<file path="config.mk">
export PLATFORM = sky130hd
export DESIGN_NAME = rob_multi_commit
export DESIGN_NICKNAME = d
export VERILOG_FILES = /design/src/rtl/rob_pkg.sv /design/src/rtl/rob_commit_select.sv /design/src/rtl/rob_multi_commit.sv
export SDC_FILE = /design/constraint.sdc
export NUM_CORES = 2
export LEC_CHECK = 0
export ABC_AREA = 0
export CORE_ASPECT_RATIO = 0.7
export CORE_MARGIN = 2
export CORE_UTILIZATION = 55
export DETAILED_ROUTE_END_ITERATION = 16
export PLACE_DENSITY = 0.73
export SYNTH_ARGS = -nofsm -noshare
export SYNTH_HDL_FRONTEND = slang
export SYNTH_HIERARCHICAL = 1
export SYNTH_SLANG_ARGS = --single-unit
</file>
<file path="constraint.sdc">
create_clock -name clk_in -period 14.75 [get_ports clk_in]
set_clock_uncertainty 0.15 [all_clocks]
set_input_delay 2.2125 -clock clk_in [delete_from_list [all_inputs] [get_ports clk_in]]
set_output_delay 2.2125 -clock clk_in [all_outputs]
set_load 0.01 [all_outputs]
</file>
<file path="src/rtl/rob_pkg.sv">
// Shared definitions for the multi-commit reorder buffer: entry type
// encodings, field widths, the run/squash state enum and type helpers.
package rob_pkg;

  localparam int REG_WIDTH      = 5;
  localparam int ROB_TYPE_WIDTH = 2;

  // bit0 = writes a register, bit1 = control transfer
  localparam logic [ROB_TYPE_WIDTH-1:0] TYPE_NONE   = 2'b00;  // store / no result
  localparam logic [ROB_TYPE_WIDTH-1:0] TYPE_ALU    = 2'b01;  // ALU or load
  localparam logic [ROB_TYPE_WIDTH-1:0] TYPE_BRANCH = 2'b10;  // conditional branch
  localparam logic [ROB_TYPE_WIDTH-1:0] TYPE_JALR   = 2'b11;  // indirect jump

  typedef enum logic {
    ST_RUN    = 1'b0,
    ST_SQUASH = 1'b1
  } rob_state_t;

  // Control transfers and stores close a commit group.
  function automatic logic ends_group(input logic [ROB_TYPE_WIDTH-1:0] t);
    return (t == TYPE_NONE) || t[1];
  endfunction

  // A branch mispredicts when its resolved direction differs from the
  // prediction; a JALR is always redirected.
  function automatic logic is_mispredict(input logic [ROB_TYPE_WIDTH-1:0] t,
                                         input logic predict,
                                         input logic res0);
    logic m;
    m = 1'b0;
    if (t == TYPE_BRANCH) m = (predict != res0);
    else if (t == TYPE_JALR) m = 1'b1;
    return m;
  endfunction

endpackage

</file>
<file path="src/rtl/rob_commit_select.sv">
// Commit selection over the head window: builds the thermometer-coded
// cm_valid vector and reports whether the last committing slot redirects.
module rob_commit_select
  import rob_pkg::*;
#(
  parameter int COMMIT_W = 2,
  parameter int SLOT_W   = (COMMIT_W > 1) ? $clog2(COMMIT_W) : 1
) (
  input  logic                               enable,
  input  logic [COMMIT_W-1:0]                win_present,
  input  logic [COMMIT_W-1:0]                win_done,
  input  logic [COMMIT_W-1:0]                win_predict,
  input  logic [COMMIT_W-1:0]                win_res0,
  input  logic [COMMIT_W*ROB_TYPE_WIDTH-1:0] win_type,
  output logic [COMMIT_W-1:0]                cm_valid,
  output logic                               mispredict,
  output logic [SLOT_W-1:0]                  mis_slot
);

  logic                      go;
  logic [ROB_TYPE_WIDTH-1:0] t;

  // Walk the window oldest-first; a slot commits only while every older
  // slot committed and none of them closed the group.
  always_comb begin
    cm_valid   = '0;
    mispredict = 1'b0;
    mis_slot   = '0;
    go         = enable;
    t          = '0;
    for (int i = 0; i < COMMIT_W; i++) begin
      t = win_type[i*ROB_TYPE_WIDTH +: ROB_TYPE_WIDTH];
      if (go && win_present[i] && win_done[i]) begin
        cm_valid[i] = 1'b1;
        mis_slot    = i[SLOT_W-1:0];
        mispredict  = is_mispredict(t, win_predict[i], win_res0[i]);
        go          = !ends_group(t);
      end else begin
        go = 1'b0;
      end
    end
  end

endmodule

</file>
<file path="src/rtl/rob_multi_commit.sv">
// Reorder buffer retiring up to COMMIT_W entries per cycle in program order,
// with WB_PORTS writeback channels, operand lookups by ROB id and
// misprediction detection at commit followed by a squash state.
// Optional feature macro: ROB_BYPASS_EN (operand lookups also see same-cycle
// writebacks and a same-cycle completed dispatch).
module rob_multi_commit
  import rob_pkg::*;
#(
  parameter int DEPTH    = 16,
  parameter int IDX_W    = $clog2(DEPTH),
  parameter int WB_PORTS = 2,
  parameter int COMMIT_W = 2,
  parameter int XLEN     = 32
) (
  input  logic                          clk_in,
  input  logic                          rst_in,
  input  logic                          rdy_in,
  input  logic                          flush_in,
  input  logic                          dis_valid,
  output logic                          dis_ready,
  output logic [IDX_W-1:0]              dis_id,
  input  logic                          dis_done,
  input  logic [XLEN-1:0]               dis_res,
  input  logic [ROB_TYPE_WIDTH-1:0]     dis_type,
  input  logic [REG_WIDTH-1:0]          dis_dest,
  input  logic [XLEN-1:0]               dis_next_addr,
  input  logic [XLEN-1:0]               dis_jump_addr,
  input  logic                          dis_predict,
  input  logic [WB_PORTS-1:0]           wb_valid,
  input  logic [WB_PORTS*IDX_W-1:0]     wb_id,
  input  logic [WB_PORTS*XLEN-1:0]      wb_data,
  input  logic [WB_PORTS-1:0]           wb_set_jump,
  input  logic [IDX_W-1:0]              q_id_j,
  input  logic [IDX_W-1:0]              q_id_k,
  output logic                          q_ready_j,
  output logic                          q_ready_k,
  output logic [XLEN-1:0]               q_data_j,
  output logic [XLEN-1:0]               q_data_k,
  output logic [COMMIT_W-1:0]           cm_valid,
  output logic [COMMIT_W*REG_WIDTH-1:0] cm_reg,
  output logic [COMMIT_W*XLEN-1:0]      cm_data,
  output logic [COMMIT_W*IDX_W-1:0]     cm_id,
  output logic                          flush_out,
  output logic [XLEN-1:0]               correct_pc,
  output logic [IDX_W-1:0]              head_id,
  output logic                          empty,
  output logic [IDX_W:0]                count
);

  localparam int SLOT_W = (COMMIT_W > 1) ? $clog2(COMMIT_W) : 1;

  // control state
  logic [IDX_W-1:0] head_reg, tail_reg;
  logic [IDX_W:0]   count_reg, count_next;
  logic [DEPTH-1:0] present_reg, present_next;
  logic [DEPTH-1:0] done_reg, done_next;
  logic             flush_out_reg;
  logic [XLEN-1:0]  correct_pc_reg;
  rob_state_t       state_reg, state_next;

  // payload storage (never reset; validity lives in present/done)
  logic [ROB_TYPE_WIDTH-1:0] type_mem  [DEPTH];
  logic [REG_WIDTH-1:0]      dest_mem  [DEPTH];
  logic [XLEN-1:0]           res_mem   [DEPTH];
  logic [XLEN-1:0]           next_mem  [DEPTH];
  logic [XLEN-1:0]           jump_mem  [DEPTH];
  logic [DEPTH-1:0]          predict_mem;

  logic             dis_fire;
  logic             commit_en;
  logic [IDX_W:0]   commit_cnt;
  logic [IDX_W-1:0] wb_id_a   [WB_PORTS];
  logic [XLEN-1:0]  wb_data_a [WB_PORTS];
  logic [WB_PORTS-1:0] wb_hit;

  logic [IDX_W-1:0]                  win_idx [COMMIT_W];
  logic [COMMIT_W-1:0]               win_present, win_done, win_predict, win_res0;
  logic [COMMIT_W*ROB_TYPE_WIDTH-1:0] win_type;
  logic                              mispredict;
  logic [SLOT_W-1:0]                 mis_slot;
  logic [IDX_W-1:0]                  mis_idx;
  logic [XLEN-1:0]                   mis_target;

  assign dis_ready = (count_reg != (IDX_W+1)'(DEPTH)) && (state_reg == ST_RUN);
  assign dis_fire  = dis_valid && dis_ready && rdy_in;
  assign commit_en = rdy_in && (state_reg == ST_RUN);

  assign dis_id     = tail_reg;
  assign head_id    = head_reg;
  assign count      = count_reg;
  assign empty      = (count_reg == '0);
  assign flush_out  = flush_out_reg;
  assign correct_pc = correct_pc_reg;

  genvar gi;

  // unpack writeback channels; a hit needs a live target entry
  generate
    for (gi = 0; gi < WB_PORTS; gi++) begin : g_wb
      assign wb_id_a[gi]   = wb_id[gi*IDX_W +: IDX_W];
      assign wb_data_a[gi] = wb_data[gi*XLEN +: XLEN];
      assign wb_hit[gi]    = rdy_in && wb_valid[gi] && present_reg[wb_id_a[gi]];
    end
  endgenerate

  // head window gather and per-slot commit outputs
  generate
    for (gi = 0; gi < COMMIT_W; gi++) begin : g_win
      assign win_idx[gi]     = head_reg + IDX_W'(gi);
      assign win_present[gi] = present_reg[win_idx[gi]];
      assign win_done[gi]    = done_reg[win_idx[gi]];
      assign win_predict[gi] = predict_mem[win_idx[gi]];
      assign win_res0[gi]    = res_mem[win_idx[gi]][0];
      assign win_type[gi*ROB_TYPE_WIDTH +: ROB_TYPE_WIDTH] = type_mem[win_idx[gi]];

      assign cm_reg[gi*REG_WIDTH +: REG_WIDTH] =
        (cm_valid[gi] && type_mem[win_idx[gi]][0]) ? dest_mem[win_idx[gi]] : '0;
      assign cm_data[gi*XLEN +: XLEN] = cm_valid[gi] ? res_mem[win_idx[gi]] : '0;
      assign cm_id[gi*IDX_W +: IDX_W] = cm_valid[gi] ? win_idx[gi] : '0;
    end
  endgenerate

  rob_commit_select #(
    .COMMIT_W (COMMIT_W),
    .SLOT_W   (SLOT_W)
  ) u_select (
    .enable      (commit_en),
    .win_present (win_present),
    .win_done    (win_done),
    .win_predict (win_predict),
    .win_res0    (win_res0),
    .win_type    (win_type),
    .cm_valid    (cm_valid),
    .mispredict  (mispredict),
    .mis_slot    (mis_slot)
  );

  assign mis_idx    = win_idx[mis_slot];
  assign mis_target = predict_mem[mis_idx] ? next_mem[mis_idx] : jump_mem[mis_idx];

  // number of entries retiring this cycle
  always_comb begin
    commit_cnt = '0;
    for (int i = 0; i < COMMIT_W; i++) begin
      commit_cnt = commit_cnt + (IDX_W+1)'(cm_valid[i]);
    end
  end

  assign count_next = count_reg + (IDX_W+1)'(dis_fire) - commit_cnt;

  // next present/done bits: writeback sets done, commit retires, dispatch allocates
  always_comb begin
    present_next = present_reg;
    done_next    = done_reg;
    for (int p = 0; p < WB_PORTS; p++) begin
      if (wb_hit[p]) done_next[wb_id_a[p]] = 1'b1;
    end
    for (int i = 0; i < COMMIT_W; i++) begin
      if (cm_valid[i]) begin
        present_next[win_idx[i]] = 1'b0;
        done_next[win_idx[i]]    = 1'b0;
      end
    end
    if (dis_fire) begin
      present_next[tail_reg] = 1'b1;
      done_next[tail_reg]    = dis_done;
    end
  end

  // run/squash next-state: squash after a redirecting commit until flushed
  always_comb begin
    state_next = state_reg;
    if (rdy_in) begin
      if (flush_in) state_next = ST_RUN;
      else if ((state_reg == ST_RUN) && mispredict) state_next = ST_SQUASH;
    end
  end

  // state register
  always_ff @(posedge clk_in or negedge rst_in) begin
    if (!rst_in) state_reg <= ST_RUN;
    else         state_reg <= state_next;
  end

  // pointers, occupancy, entry flags and the redirect pulse
  always_ff @(posedge clk_in or negedge rst_in) begin
    if (!rst_in) begin
      head_reg       <= '0;
      tail_reg       <= '0;
      count_reg      <= '0;
      present_reg    <= '0;
      done_reg       <= '0;
      flush_out_reg  <= 1'b0;
      correct_pc_reg <= '0;
    end else if (rdy_in) begin
      if (flush_in) begin
        head_reg       <= '0;
        tail_reg       <= '0;
        count_reg      <= '0;
        present_reg    <= '0;
        done_reg       <= '0;
        flush_out_reg  <= 1'b0;
        correct_pc_reg <= '0;
      end else begin
        head_reg      <= head_reg + IDX_W'(commit_cnt);
        tail_reg      <= tail_reg + IDX_W'(dis_fire);
        count_reg     <= count_next;
        present_reg   <= present_next;
        done_reg      <= done_next;
        flush_out_reg <= mispredict;
        if (mispredict) correct_pc_reg <= mis_target;
      end
    end
  end

  // payload writes; later writeback channels override earlier ones
  always_ff @(posedge clk_in) begin
    if (rdy_in && !flush_in) begin
      if (dis_fire) begin
        type_mem[tail_reg]    <= dis_type;
        dest_mem[tail_reg]    <= dis_dest;
        res_mem[tail_reg]     <= dis_res;
        next_mem[tail_reg]    <= dis_next_addr;
        jump_mem[tail_reg]    <= dis_jump_addr;
        predict_mem[tail_reg] <= dis_predict;
      end
      for (int p = 0; p < WB_PORTS; p++) begin
        if (wb_hit[p]) begin
          if (wb_set_jump[p]) jump_mem[wb_id_a[p]] <= wb_data_a[p];
          else                res_mem[wb_id_a[p]]  <= wb_data_a[p];
        end
      end
    end
  end

  // operand lookup ports (j = 0, k = 1)
  generate
    for (gi = 0; gi < 2; gi++) begin : g_lookup
      logic [IDX_W-1:0] qid;
      logic             rdy;
      logic [XLEN-1:0]  dat;

      assign qid = (gi == 0) ? q_id_j : q_id_k;

      // stored value, optionally overridden by same-cycle producers
      always_comb begin
        rdy = done_reg[qid];
        dat = done_reg[qid] ? res_mem[qid] : '0;
`ifdef ROB_BYPASS_EN
        for (int p = 0; p < WB_PORTS; p++) begin
          if (wb_hit[p] && (wb_id_a[p] == qid)) begin
            rdy = 1'b1;
            dat = wb_set_jump[p] ? res_mem[qid] : wb_data_a[p];
          end
        end
        if (dis_fire && dis_done && (tail_reg == qid)) begin
          rdy = 1'b1;
          dat = dis_res;
        end
`endif
      end
    end
  endgenerate

  assign q_ready_j = g_lookup[0].rdy;
  assign q_data_j  = g_lookup[0].dat;
  assign q_ready_k = g_lookup[1].rdy;
  assign q_data_k  = g_lookup[1].dat;

endmodule

</file>
Word-level counts from Yosys, hierarchy flattened. Memory sizes are Yosys's and may differ from the RTL's. Cells that the tools add are included.

Add/sub/neg operators: 6. Magnitude comparators: 14. Equality and inequality tests: 7. Mux-type cells: 92. Bitwise operators: 11. Reduce and logical (&&, ||, !) cells: 31.

Operator list (number): 2-to-1 mux 32 bit (7); 2-to-1 mux 16 bit (10); AND 16 bit (4); OR 16 bit (3); 2-to-1 mux 1 bit (47); binary-select mux 1 bit (select 4 bit) (11); < comparator 4 x 5 -> 1 bit, second input constant (8); bitwise mux 16 bit (2); NOT 16 bit (2); 2-to-1 mux 4 bit (7); logical AND 1 bit (21); demux 1 bit (select 4 bit) (5); >= comparator 4 x 1 -> 1 bit, second input constant (5); 2-to-1 mux 5 bit (3); == test 2 bit, second input constant (4); AND reduction 2 bit (3); adder 5 x 1 -> 5 bit (1); logical NOT 5 bit (1); != test 5 bit, second input constant (1); subtractor 5 x 2 -> 5 bit (1); adder 4 x 1 -> 4 bit (1); adder 4 x 1 -> 4 bit, second input constant (1); adder 4 x 2 -> 4 bit (1); nonzero test 2 bit (2); other kinds (8) (10).

Register bits after elaboration: 95. RAM bits: 1648. Bits of input ports: 194. Output and inout port bits: 198. Word-level logic and storage cells: 175. Memories: 5.

Memories: jump_mem (depth 16, bits a word 32, read ports 1, clocked after memory_dff 0, write ports 3, RTL line rob_multi_commit.sv:66) `logic [XLEN-1:0] jump_mem [DEPTH];`; next_mem (depth 16, bits a word 32, read ports 1, clocked after memory_dff 0, write ports 1, RTL line rob_multi_commit.sv:65) `logic [XLEN-1:0] next_mem [DEPTH];`; res_mem (depth 16, bits a word 32, read ports 4, clocked after memory_dff 0, write ports 3, RTL line rob_multi_commit.sv:64) `logic [XLEN-1:0] res_mem [DEPTH];`; dest_mem (depth 16, bits a word 5, read ports 2, clocked after memory_dff 0, write ports 1, RTL line rob_multi_commit.sv:63) `logic [REG_WIDTH-1:0] dest_mem [DEPTH];`; type_mem (depth 16, bits a word 2, read ports 2, clocked after memory_dff 0, write ports 1, RTL line rob_multi_commit.sv:62) `logic [ROB_TYPE_WIDTH-1:0] type_mem [DEPTH];`.

Logic depth before layout (Yosys ltp).
Word-level depth: 17. Depth in mapped cells: 27. Mapped depth without buffers: 17.

Cells and area by module. The synthesis kept the hierarchy.

Modules (own cells, without submodules): rob_multi_commit (instances 1, cells an instance 8647, area an instance 111513.2 µm², seq. area each 51944.8 µm²); rob_commit_select (instances 1, cells an instance 12, area an instance 87.6 µm², seq. area each 0.0 µm²).

Worst setup path after synthesis. OpenSTA, ideal clock, no wires.

Kind: register -> output. Start: reg head_reg[0], in the netlist head_id[0]. End: out cm_data[33]. Data arrival time: 4370 ps. Required time: 12387 ps. Setup slack: 8018 ps. Cell stages (with the launch flop): 20. Path buffers: 12. Cells stage by stage: dfrtp_1 > buf_2 > inv_2 > clkbuf_1 > clkbuf_1 > ha_1 > buf_2 > buf_4 > buf_2 > buf_2 > buf_2 > buf_2 > mux4_2 > mux4_2 > nand4b_4 > nor2_1 > buf_4 > clkbuf_1 > clkbuf_1 > o211a_1.

Elaborated cells on any way between the ends: 21. Classes of those cells: add/sub: 1; mux: 11; reduce/logical: 7; memory: 2.

RTL lines: start, declared (RTL line rob_multi_commit.sv:53) `logic [IDX_W-1:0] head_reg, tail_reg;`; start signal, assigned (RTL line rob_multi_commit.sv:205) `head_reg <= head_reg + IDX_W'(commit_cnt);`; adder 4 x 1 -> 4 bit (RTL line rob_multi_commit.sv:109) `assign win_idx[gi] = head_reg + IDX_W'(gi);`; binary-select mux 1 bit (select 4 bit) (RTL line rob_multi_commit.sv:111) `assign win_done[gi] = done_reg[win_idx[gi]];`; 2-to-1 mux 1 bit (not written as such) (RTL line rob_multi_commit.sv:111); net win_done[1] (RTL line rob_multi_commit.sv:77) `logic [COMMIT_W-1:0] win_present, win_done, win_predict, win_res0;`; logical AND 1 bit (RTL line rob_commit_select.sv:33) `if (go && win_present[i] && win_done[i]) begin`; 2-to-1 mux 1 bit; net mis_slot (RTL line rob_multi_commit.sv:80) `logic [SLOT_W-1:0] mis_slot;`; 2-to-1 mux 32 bit (RTL line rob_multi_commit.sv:118) `assign cm_data[gi*XLEN +: XLEN] = cm_valid[gi] ? res_mem[win_idx[gi]] : '0;`; end, declared (RTL line rob_multi_commit.sv:41) `output logic [COMMIT_W*XLEN-1:0] cm_data,`.

The timed path passes the listed nets, and every way through them passes these cells. The select of a mux whose other input is x is not followed.

Worst setup path after layout.
Start: reg head_reg[0], in the netlist head_id[0]. End: out cm_data[36].

Longest elaborated chain between the ends: 9. Elaborated cells on any way between the ends: 21. Classes of those cells: add/sub: 1; mux: 11; reduce/logical: 7; memory: 2.

Ends and longest elaborated chain (RTL line): parallel branches: the longest is 8 deep, another holds adder 4 x 1 -> 4 bit; 2-to-1 mux 32 bit (*) (rob_multi_commit.sv:118).

Every way passes the cells marked *. The select of a mux whose other input is x is not followed.

==> summary.md <==
| Metric | Value |
|---|---|
| Final Hold Fails | `0` |
| Syn Inst Count | `8659` |
| Area growth syn-to-layout | `8.44%` |
| Status | `finished clean` |
| Internal power | `approximately 8.5 mW` |
| Ys flop type | `edfxtp_1` |
| XOR/XNOR share of the synthesized area | `0.000942` |
| Antenna violations before repair | `slightly below 60` |
| Final ANT Viol Nets | `0` |
| Total Wirelength | `slightly above 400000 um` |
| Multiplexer area fraction after synthesis | `0.320` |
| Reg area | `roughly 52000 um2` |
| Clk pwr share | `0.410` |
| Reg clk slew, reported paths | `0.06 ns` |
| HP Class | `flip-flop to flip-flop` |
| Max IR drop VDD | `a little over 0.09 mV` |
| Main combinational cell family by area after synthesis | `multiplexers` |
| RSZ-0062 raised after global routing | `no` |
| Width of the die | `542 um` |
| Most numerous cell in the Yosys netlist | `edfxtp_1` |
| Final period util | `0.681` |
| # setup viols final | `0` |
| Mean Syn Cell Area | `12.9 um2` |
| Async S/R FF share, synth | `0.0453` |
| Initial core utilization | `0.553` |
| Share of the synthesized area in the top cell type | `0.448` |
| Commonest cells post-synth | `edfxtp_1 (1664), nand2_1 (1471), mux2i_1 (1403), o21ai_1 (1035), mux4_2 (896)` |
| Port Buffer Count | `between 300 and 400` |
| Lkg Pwr | `approximately 43 nW` |
| Post-synth top area cell | `edfxtp_1` |
| Simple-gate share of the synthesized area | `0.0746` |
| Vias in the first global route | `approximately 80000` |
| Pwr/cell area | `between 90 and 100 nW/um2` |
| Yosys warning count | `6` |
| # DRC | `0` |
| First-pass DRT Iterations | `9` |
| WL/cell | `36.1 um` |
| Sequential Power Share | `0.490` |
| Max Cap Viol | `0` |
| Post-synthesis cell type count | `75` |
| Worst slew pin tran | `1.39 ns` |
| Area of the multi-input gates | `around 54000 um2` |
| Slew Limit Fails | `0` |
| Die ar. | `207000 um2` |
| Layout cell share with drive strength beyond 1 | `0.187` |
| Adder-cell area share of the yosys netlist | `0.00215` |
| Critical Path RT | `between 10 and 15 ns` |
| Critical path data arrival time | `7.68 ns` |
| GRT Overall Usage | `0.388` |
| Die height | `~380 um` |
| Maximum buffer depth of the clock tree | `4` |
| Post-CTS sizing | `0` |
| I/O pin count | `around 400` |
| Highest clock rate | `99.6 MHz` |
| Total number of vias | `83800` |
| Post-synth EDFFs | `1664` |
| CTS Sinks | `~1700` |
| Clk Latency, worst-skew pair | `roughly 0.89 ns` |
| Top flop regs | `jump_mem: 512 flops, next_mem: 512 flops, res_mem: 512 flops` |
| Post-layout minimum cycle time | `around 10 ns` |
| Tot Pwr | `~11 mW` |
| Largest net degree at the start of global routing | `around 140` |
| TritonCTS buffer count | `roughly 180` |
| Clock root cell | `clkbuf_16` |
| Crit-path max FO | `44` |
| Syn_nets | `approximately 8900` |
| Comb pwr share | `0.100` |
| Starting DRT DRC Count | `~17000` |
| CP Launch Type | `flip-flop` |
| Hold buffers post-CTS | `0` |
| GPL Wtd Cong | `roughly 0.97` |
| CTS tree | `yes` |
| Hpwl dp | `227000 um` |
| H-tree depth | `4` |
| Largest cells by area after synthesis | `edfxtp_1 (45%), mux4_2 (18%), mux2i_1 (13%)` |
| CP endpoint kind | `primary output` |
| Slew HR | `0.0696` |
| Yosys reg bits | `1743` |
| First-pass GRT wire length | `577000 um` |
| Filler Cell Count | `roughly 15000` |
| Setup bufs post-CTS | `0` |
| # rows | `138` |
| Net switching power | `about 2.7 mW` |
| Final #Nets | `slightly below 9000` |
| Setup TNS | `0 ns` |
| Area fraction in compound gates after synthesis | `0.0842` |
| GRT overflow | `0` |
| Sw Share | `0.244` |
| Synth Cell Area | `112000 um2` |
| Vias per cell | `roughly 7.4` |
| Critical path class | `flip-flop to primary output` |
| Core footprint | `about 200000 um2` |
| Sequential-to-total area share from yosys stat | `0.465` |
-- layout by cell type (no fill, tap or decap), drive strengths merged, types with 7 or more instances in the layout --
master,n
edfxtp,1664
nand2,1503
mux2i,1403
o21ai,1045
mux4,896
clkdlybuf4s50,381
clkbuf,230
buf,218
o211ai,148
mux2,128
nor2b,100
dfrtp,79
nor2,77
a211oi,73
nor3,71
clkinv,68
a22oi,50
and2,46
nand3,44
a22o,41
diode,39
o211a,36
a311o,25
a41oi,24
a21o,21
inv,20
ha,16
a221o,15
o221ai,14
a221oi,13
a21oi,12
clkinvlp,11
bufinv,11
xnor2,9
nand2b,7
and3,7
a41o,7
o311a,7
-- metal layers --
| metal | track usage | up-vias | share of wire |
|---|---|---|---|
| li1 | - | 33100 | - |
| met1 | 0.515 | 40900 | 0.34 |
| met2 | 0.534 | 8161 | 0.42 |
| met3 | 0.175 | 1592 | 0.18 |
| met4 | 0.196 | 24 | 0.057 |
| met5 | 0.00325 | - | 0.00046 |
-- cells by family (layout without fill, tap and decap cells) --
kind of cell | after synthesis | after routing
AOI/OAI and AO/OA | 1554 | 1554
xor gates and xnor gates | 12 | 12
adders and majority gates | 18 | 18
buffers and inverters | 1023 | 939
DFF | 1743 | 1743
muxes | 2427 | 2427
other | 0 | 39
and+or+nand+nor | 1882 | 1882
-- worst max-delay path, stage by stage (launching register included) --
cell	delay [ns]
dfrtp_4	0.93
buf_4	0.73
inv_2	0.13
ha_4	0.67
buf_4	0.74
buf_4	0.91
buf_4	0.87
mux4_2	0.62
nand2_1	0.08
nand3_1	0.09
o211a_1	0.24
clkdlybuf4s50_1	0.50
-- final timing paths --
check                            from        endpoint  slack, ns  depth (start not counted)
min                         flush_out       flush_out       0.35                          1
max in group asynchronous      rst_in      head_id[2]      11.94                          2
min in group asynchronous      rst_in  correct_pc[28]       1.24                          1
min reg2reg                 flush_out       flush_out       0.35                          1
max reg2reg                head_id[0]  correct_pc[10]       5.54                         18
max                        head_id[0]     cm_data[36]       4.71                         11
-- power by group through the flow --
stage | logic [mW] | registers [mW] | clock network (mW)
2_1_floorplan | 0.707 | 5.59 | 0
3_3_place_gp | 1.06 | 5.60 | 0
3_5_place_dp | 1.09 | 5.60 | 0
4_1_cts | 1.09 | 5.50 | 4.57
5_1_grt | 1.18 | 5.50 | 4.75
6_report | 1.12 | 5.50 | 4.59
-- metrics by stage --
step                setup slack, ns  hold WS, ns  cell area [um2]   util  instances
finish                         4.71        0.348           121000  0.600      11300
global route                   4.33        0.367           121000  0.599      11300
CTS                            4.70        0.350           121000  0.599      11200
detailed placement             5.60        0.330           115000  0.571      10900
global placement               5.72        0.316           115000  0.571      10900
floorplan                      8.02        0.345           112000      -       8659
-- cell type report --
cell class                      instances  share of cell area
Sequential cell                      1743               0.429
Tap cell                             2660              0.0275
Inverter                               19            0.000610
Multi-Input combinational cell       5893               0.449
Clock inverter                         91             0.00649
Timing Repair Buffer                  599              0.0457
Clock buffer                          230              0.0403
Antenna cell                           39            0.000806
Power figures use the tool's default switching activity.
